===== src/rtl/ram_ctrl.sv =====
// Request sequencer for the CPU word store: one access at a time,
// fixed access window, one-cycle response. Optional RAM_CLEAR_EN.
module ram_ctrl #(
  parameter int ADDR_W     = 4,
  parameter int DATA_W     = 8,
  parameter int ACCESS_CYC = 2
) (
  input  logic              clk,
  input  logic              rst_n,
  input  logic              req_valid,
  output logic              req_ready,
  input  logic              req_we,
  input  logic [ADDR_W-1:0] req_addr,
  input  logic [DATA_W-1:0] req_wdata,
  output logic              rsp_valid,
  output logic [DATA_W-1:0] rsp_rdata,
  output logic              busy
);

`ifdef RAM_CLEAR_EN
  typedef enum logic [1:0] {
    IDLE, ACCESS, RESP, CLEAR
  } state_t;
  localparam state_t RST_STATE = CLEAR;
`else
  typedef enum logic [1:0] {
    IDLE, ACCESS, RESP
  } state_t;
  localparam state_t RST_STATE = IDLE;
`endif

  state_t state, state_nx;

  logic [3:0]        cnt;
  logic              lat_we;
  logic [ADDR_W-1:0] lat_addr;
  logic [DATA_W-1:0] lat_wdata;
  logic [DATA_W-1:0] mem [2**ADDR_W];

  logic              accept;
  logic              commit;
  logic              mem_we;
  logic [ADDR_W-1:0] mem_waddr;
  logic [DATA_W-1:0] mem_wdata;

`ifdef RAM_CLEAR_EN
  logic [ADDR_W-1:0] clr_idx;
`endif

  // State, counter, latched request and read-data registers
  always_ff @(posedge clk) begin
    if (!rst_n) begin
      state     <= RST_STATE;
      cnt       <= '0;
      lat_we    <= 1'b0;
      lat_addr  <= '0;
      lat_wdata <= '0;
      rsp_rdata <= '0;
`ifdef RAM_CLEAR_EN
      clr_idx   <= '0;
`endif
    end else begin
      state <= state_nx;
      if (accept) begin
        lat_we    <= req_we;
        lat_addr  <= req_addr;
        lat_wdata <= req_wdata;
        cnt       <= 4'(ACCESS_CYC - 1);
      end else if (state == ACCESS && cnt != 4'd0) begin
        cnt <= cnt - 4'd1;
      end
      if (commit && !lat_we) begin
        rsp_rdata <= mem[lat_addr];
      end
`ifdef RAM_CLEAR_EN
      if (state == CLEAR) begin
        clr_idx <= clr_idx + 1'b1;
      end
`endif
    end
  end

  // Storage array; reset blocks any write in that cycle
  always_ff @(posedge clk) begin
    if (rst_n && mem_we) begin
      mem[mem_waddr] <= mem_wdata;
    end
  end

  // Next state, handshake outputs and array write strobe
  always_comb begin
    state_nx  = state;
    req_ready = 1'b0;
    rsp_valid = 1'b0;
    busy      = 1'b1;
    accept    = 1'b0;
    commit    = 1'b0;
    mem_we    = 1'b0;
    mem_waddr = lat_addr;
    mem_wdata = lat_wdata;
    unique case (state)
      IDLE: begin
        req_ready = 1'b1;
        busy      = 1'b0;
        if (req_valid) begin
          accept   = 1'b1;
          state_nx = ACCESS;
        end
      end
      ACCESS: begin
        if (cnt == 4'd0) begin
          commit   = 1'b1;
          mem_we   = lat_we;
          state_nx = RESP;
        end
      end
      RESP: begin
        rsp_valid = 1'b1;
        state_nx  = IDLE;
      end
`ifdef RAM_CLEAR_EN
      CLEAR: begin
        mem_we    = 1'b1;
        mem_waddr = clr_idx;
        mem_wdata = '0;
        if (clr_idx == '1) begin
          state_nx = IDLE;
        end
      end
`endif
      default: state_nx = IDLE;
    endcase
  end

endmodule


===== config.mk =====
export PLATFORM = sky130hd
export DESIGN_NAME = ram_ctrl
export DESIGN_NICKNAME = d
export VERILOG_FILES = /design/src/rtl/ram_ctrl.sv
export SDC_FILE = /design/constraint.sdc
export NUM_CORES = 1
export LEC_CHECK = 0
export ABC_AREA = 1
export CAP_MARGIN = 30
export CORE_MARGIN = 1.5
export CORE_UTILIZATION = 60
export DETAILED_ROUTE_END_ITERATION = 7
export PLACE_DENSITY_LB_ADDON = 0.05
export SLEW_MARGIN = 10
export SYNTH_ARGS = -nofsm -noshare
export SYNTH_HDL_FRONTEND = slang
export SYNTH_SLANG_ARGS = --single-unit

===== constraint.sdc =====
create_clock -name clk -period 2.4 [get_ports clk]
set_clock_uncertainty 0.2 [all_clocks]
set_input_delay 0.72 -clock clk [delete_from_list [all_inputs] [get_ports clk]]
set_output_delay 0.72 -clock clk [all_outputs]
set_load 0.1 [all_outputs]

==> impl_results.md, run 1 <==
* Ports at 27
* Mux cell area share after synthesis at 0%
* Detail Placement HPWL at 9420 um
* Power consumption at 0.00654 W
* Commonest non-fill, non-tap cell in the layout: nand2_1
* Cell Pwr Density at around 860 nW/um^2
* Total CTS buffers at 17
* Gr ovfl total at 0
* Vias/cell at 5.52
* Port bufs at 26
* Syn_nets at about 630
* Worst setup EP type: primary output
* Final min period at around 2.3 ns
* N_diodes at 0
* Sequential share of the synthesized area at between 60 and 70%
* Worst setup margin at 0.0736 ns
* Final worst path period share at between 90% and 100%
* Peak VDD IR at between 0.7 and 0.8 mV
* Number of global-route vias before repair at approximately 4400
* RR Startpoint: cnt[0]
* Slew Viols, Final at 0
* Cell count of the worst hold path at 2
* Die Wd at around 110 um
* Clk slew on worst S/H paths at around 0.060 ns
* Synth Area in Simple Gates at between 20% and 30%
* Commonest non-fill, non-tap cells in the layout: nand2_1 (260), edfxtp_1 (128), nor2_1 (56)
* Worst r2r path cells at 8
* Nets at a little under 700
* Clock Latency Late Sink at around 0.54 ns
* CTS Buffer Depth at 2
* Number of DRC markers in iteration 0 at between 400 and 500
* Fin util at around 74%
* Adder-cell area share of the yosys netlist at 0.198%
* DIE AREA at roughly 11000 um^2
* Row count at 37
* CP Class: flop to primary output
* Setup crit end: rsp_valid
* Drt wl/cell at around 18 um
* Largest net degree at the start of global routing at 53
* Drt drc at 0
* First-pass DRT Iterations at 6
* Share of cells above drive strength 1 at 13.3%
* Worst slew pin tran at between 0.7 and 0.8 ns
* Top area cells in the synthesized netlist: edfxtp_1 (61%), nand2_1 (15%), dfxtp_1 (8.6%), nor2_1 (3.4%), nand3_1 (3.4%)
* Post-route cell area at approximately 7600 um^2
* Yosys top cell by area: edfxtp_1
* Core Box Area at about 10000 um^2
* Fin. Hold Viols at 0
* Worst Setup SP: state[1]
* Mapped Cells at ~620
* Gpl congestion at 0.898
* Max-slew headroom at between 40 and 50%
* P&R area growth vs syn at 21.0%
* Initial antenna violation count at 0
* Post-CTS Setup Bufs at 0
* Post-synth cell types at 19
* Reg2reg end: mem[6][2]
* Setup violators final at 0
* First-pass GRT wire length at 22700 um
* FF-to-FF setup slack at approximately 0.2 ns
* Largest family of logic cells by synthesized area: simple AND/OR/NAND/NOR gates
* Fmax at 430 MHz
* Critical Path RT at between 1 and 1.5 ns
* Hold Crit Class: flop to flop
* Synth Area in Compound Gates at under 10%
* Worst setup SP type: flop
* Via count at 4530
* Post-DP Area at 7030 um^2
* CTS tree: built
* CTS sink cnt at ~160
* Seq cells post-synth at 155
* XOR/XNOR Fraction of Synth Area at 0%
* Resize count post-CTS at 0
* Yosys warns at 0
* Status: completed
* Hold_buf cts at 0
* Leakage at 3.06 nW
* Syn Area/Cell at around 10 um^2
* Worst path arrival time at 1.41 ns
* Pre-CTS WS at -0.271 ns
* CTS root buf: clkbuf_8
* Top-area cell type share of the netlist area at just over 60%
* Post-DRT Antenna Nets at 0
* Crit Path Max Fanout at 3
* GRT Total Usage at about 28%
* Min Hold Slack at 0.264 ns
* Max H-tree Level at 4
* RSZ-0062 raised after global routing: no
* Die Y-Extent at approximately 110 um
* Max_cap viols at 0
* Starting Density at between 60% and 70%
* Detailed Route WL at approximately 14000 um
* Synthesized area at ~6300 um^2
==> kinds of logic after synthesis <==
| family | after synthesis |
|---|---|
| adders and majority gates | 1 |
| buffers and inverters | 48 |
| DFF | 155 |
| AOI/OAI and AO/OA | 32 |
| and+or+nand+nor | 379 |
==> how the worst min path moves through the flow <==
| stage | start | end | slack (ns) |
|---|---|---|---|
| after global placement | cnt[0] | cnt[0] | 0.25 |
| after floorplan | cnt[0] | cnt[0] | 0.24 |
| final | cnt[0] | cnt[0] | 0.26 |
| after detailed placement | cnt[0] | cnt[0] | 0.25 |
| after global routing | cnt[0] | cnt[0] | 0.31 |
| after CTS | cnt[0] | cnt[0] | 0.26 |
==> area by class of cell <==
cell class | count | area (um^2)
multi-input combinational | 412 | 1730
timing repair buffer | 66 | 683
inverter | 20 | 75.1
sequential | 155 | 4390
fill | 696 | 2640
tap | 136 | 170
clock buffer | 24 | 460
clock inverter | 8 | 143
==> synth_stat cells (all sizes together) <==
| library cell | count |
|---|---|
| nand3 | 43 |
| ha | 1 |
| clkbuf | 6 |
| o21ai | 24 |
| and3 | 1 |
| buf | 22 |
| inv | 20 |
| nand4 | 13 |
| nor2 | 61 |
| edfxtp | 128 |
| nand2 | 261 |
| a21oi | 8 |
| dfxtp | 27 |
==> state kept, by name, indices dropped and copies added, names as in the netlist <==
signal and count:
mem 128, lat_wdata 8, rsp_rdata 8, cnt 4, lat_addr 4, state 2
lat_we 1
==> metrics by stage <==
stage / TNS, ns / std cells
2_1_floorplan: 0 / 615
3_3_place_gp: -21.70 / 789
3_5_place_dp: -25.53 / 789
4_1_cts: 0 / 821
5_1_grt: 0 / 821
6_report: 0 / 821
==> layer usage <==
metal | track usage (%) | part of all wire, % | up-vias
met1 | 37.0 | 41 | 2126
met3 | 6.86 | 7.7 | 32
li1 | - | - | 2165
met4 | 13.1 | 2.7 | 0
met5 | 0 | 0 | -
met2 | 45.0 | 49 | 207
==> power by group <==
part / internal, W / switching, W
sequential: 0.00298 / 0.0000778
clock: 0.00174 / 0.000971
combinational: 0.000243 / 0.000525
==> critical path, cell delays in order, from the launching register on <==
cell	delay [ns]
dfxtp_1	0.46
inv_1	0.08
nor2_2	0.13
buf_12	0.19
(Power assumes the default switching activity.)
==> run 2, diff against run 1 <==
- CORE_UTILIZATION: 60 -> 40
==> impl_results.md, run 2 (synthesis results as in run 1) <==
* Met3 global-route usage at under 10%
* Status: completed
* Number of global-route vias before repair at 4349
* Max FFs per register at 128
* Worst path arrival time at roughly 2.2 ns
* Cell Pwr Density at 828 nW/um^2
* N_diodes at 0
* Biggest register: mem
* Drt drc at 0
* Register area at approximately 4400 um^2
* CTS Buffer Depth at 2
* Core Box Area at between 15000 and 20000 um^2
* Post-route cell area at 7690 um^2
* Commonest non-fill, non-tap cells in the layout: nand2_1 (260), edfxtp_1 (128), nor2_1 (56)
* Via count at between 4000 and 5000
* Port bufs at 26
* GRT Total Usage at between 15 and 20%
* Gr busiest metal: met2
* Final min period at 2.23 ns
* Nets at between 600 and 700
* Post-DP Area at approximately 7100 um^2
* Row count at 45
* P&R area growth vs syn at 21.7%
* Slew Viols, Final at 0
* Hold_buf cts at 0
* Worst slew pin tran at between 0.5 and 0.6 ns
* Fmax at between 400 and 500 MHz
* Peak VDD IR at 0.451 mV
* Detailed Route WL at ~15000 um
* Leakage at about 3 nW
* CP Class: primary input to flop
* GR Util met2 at about a third
* Vias/cell at approximately 4.9
* Clk slew on worst S/H paths at approximately 0.060 ns
* Largest net degree at the start of global routing at 50
* Worst setup SP type: primary input
* Critical Path RT at about 2.3 ns
* Drt wl/cell at roughly 17 um
* Crit Path Max Fanout at 8
* Share of cells above drive strength 1 at between 10 and 15%
* Area of the multi-input gates at around 1700 um^2
* Buffers and inverters on the worst path at 4
* Starting Density at 41.3%
* Max_cap viols at 0
* DIE AREA at 16600 um^2
* Crit-path leading delay family: buffers and inverters
* CTS root buf: clkbuf_16
* First-pass GRT wire length at 23900 um
* Commonest non-fill, non-tap cell in the layout: nand2_1
* Setup violators final at 0
* Post-CTS Setup Bufs at 0
* Die Wd at 129 um
* Filler Cells Inserted at about 1400
* CTS tree: built
* Detail Placement HPWL at about 10000 um
* Worst setup EP type: flop
* Gpl congestion at 0.754
* Biggest regs: mem x128, lat_wdata x8, rsp_rdata x8
* Resize count post-CTS at 0
* Number of DRC markers in iteration 0 at around 330
* Post-DRT Antenna Nets at 0
* Max-slew headroom at between 60 and 70%
* Final worst path period share at 92.8%
* Gr ovfl total at 0
* Initial antenna violation count at 0
* Fin util at between 50% and 60%
* First-pass DRT Iterations at 6
* CTS sink cnt at ~160
* Total CTS buffers at 17
* Die Y-Extent at around 130 um
* Min Hold Slack at around 0.26 ns
* CP most frequent cell: buf_4
* Crit-path cells: clkdlybuf4s50_1, inv_1, nor2_2, nand4_1, buf_4, nor2_1, buf_4
* CP max stage delay at roughly 0.48 ns
* Slowest cell on the critical path: clkdlybuf4s50_1
* Fin. Hold Viols at 0
* Ports at 27
* Hold Crit Class: flop to flop
* Met1 Track Usage GR at between 20% and 30%
* Max H-tree Level at 4
* Clock Latency Late Sink at 0.42 ns
* RSZ-0062 raised after global routing: no
run 2: report_power, final:
group / switching (W) / total, W / leakage [nW] / internal [W]
clock network: 0.00103 / 0.00255 / 0.261 / 0.00151
logic: 0.000557 / 0.000802 / 1.39 / 0.000245
registers: 0.0000441 / 0.00302 / 1.38 / 0.00298
total: 0.00163 / 0.00637 / 3.03 / 0.00474
run 2: path summary, 6_finish.rpt:
| kind | startpoint | end | cells past startpoint | slack [ns] |
|---|---|---|---|---|
| setup / recovery | rst_n | mem[14][0] | 7 | 0.17 |
| hold / removal | cnt[0] | cnt[0] | 2 | 0.26 |
| setup reg to reg | cnt[0] | mem[14][0] | 8 | 0.20 |
| hold reg to reg | cnt[0] | cnt[0] | 2 | 0.26 |
run 2: final cells by class:
cell class	count	area share (%)
clock buffer	19	5.63
sequential	155	57.0
inverter	20	0.976
tap	211	3.43
timing repair buffer	67	8.98
multi-input combinational	412	22.4
clock inverter	12	1.59
run 2: through the flow:
stage | total power (W) | setup slack, ns | std cells | TNS [ns]
6_report | 0.00637 | 0.172 | 896 | 0
5_1_grt | 0.00661 | 0.0260 | 896 | 0
4_1_cts | 0.00641 | 0.172 | 896 | 0
3_5_place_dp | 0.00390 | -0.269 | 865 | -24.63
3_3_place_gp | 0.00390 | -0.268 | 865 | -21.31
2_1_floorplan | 0.00357 | 0.00741 | 615 | 0
run 2: worst register-to-register path, cell delays in order (launching register included):
cell and delay, ns:
dfxtp_1 0.31, inv_1 0.09, ha_1 0.23, nand4_2 0.18, nor2_2 0.23, nand4_1 0.21, buf_4 0.20, nor2_1 0.09
buf_4 0.18
run 2: layer usage:
layer / vias to the layer above / wire [um]
met2: 109 / 7110
met5: - / 0
met1: 2053 / 7060
li1: 2173 / -
met3: 21 / 722
met4: 0 / 255
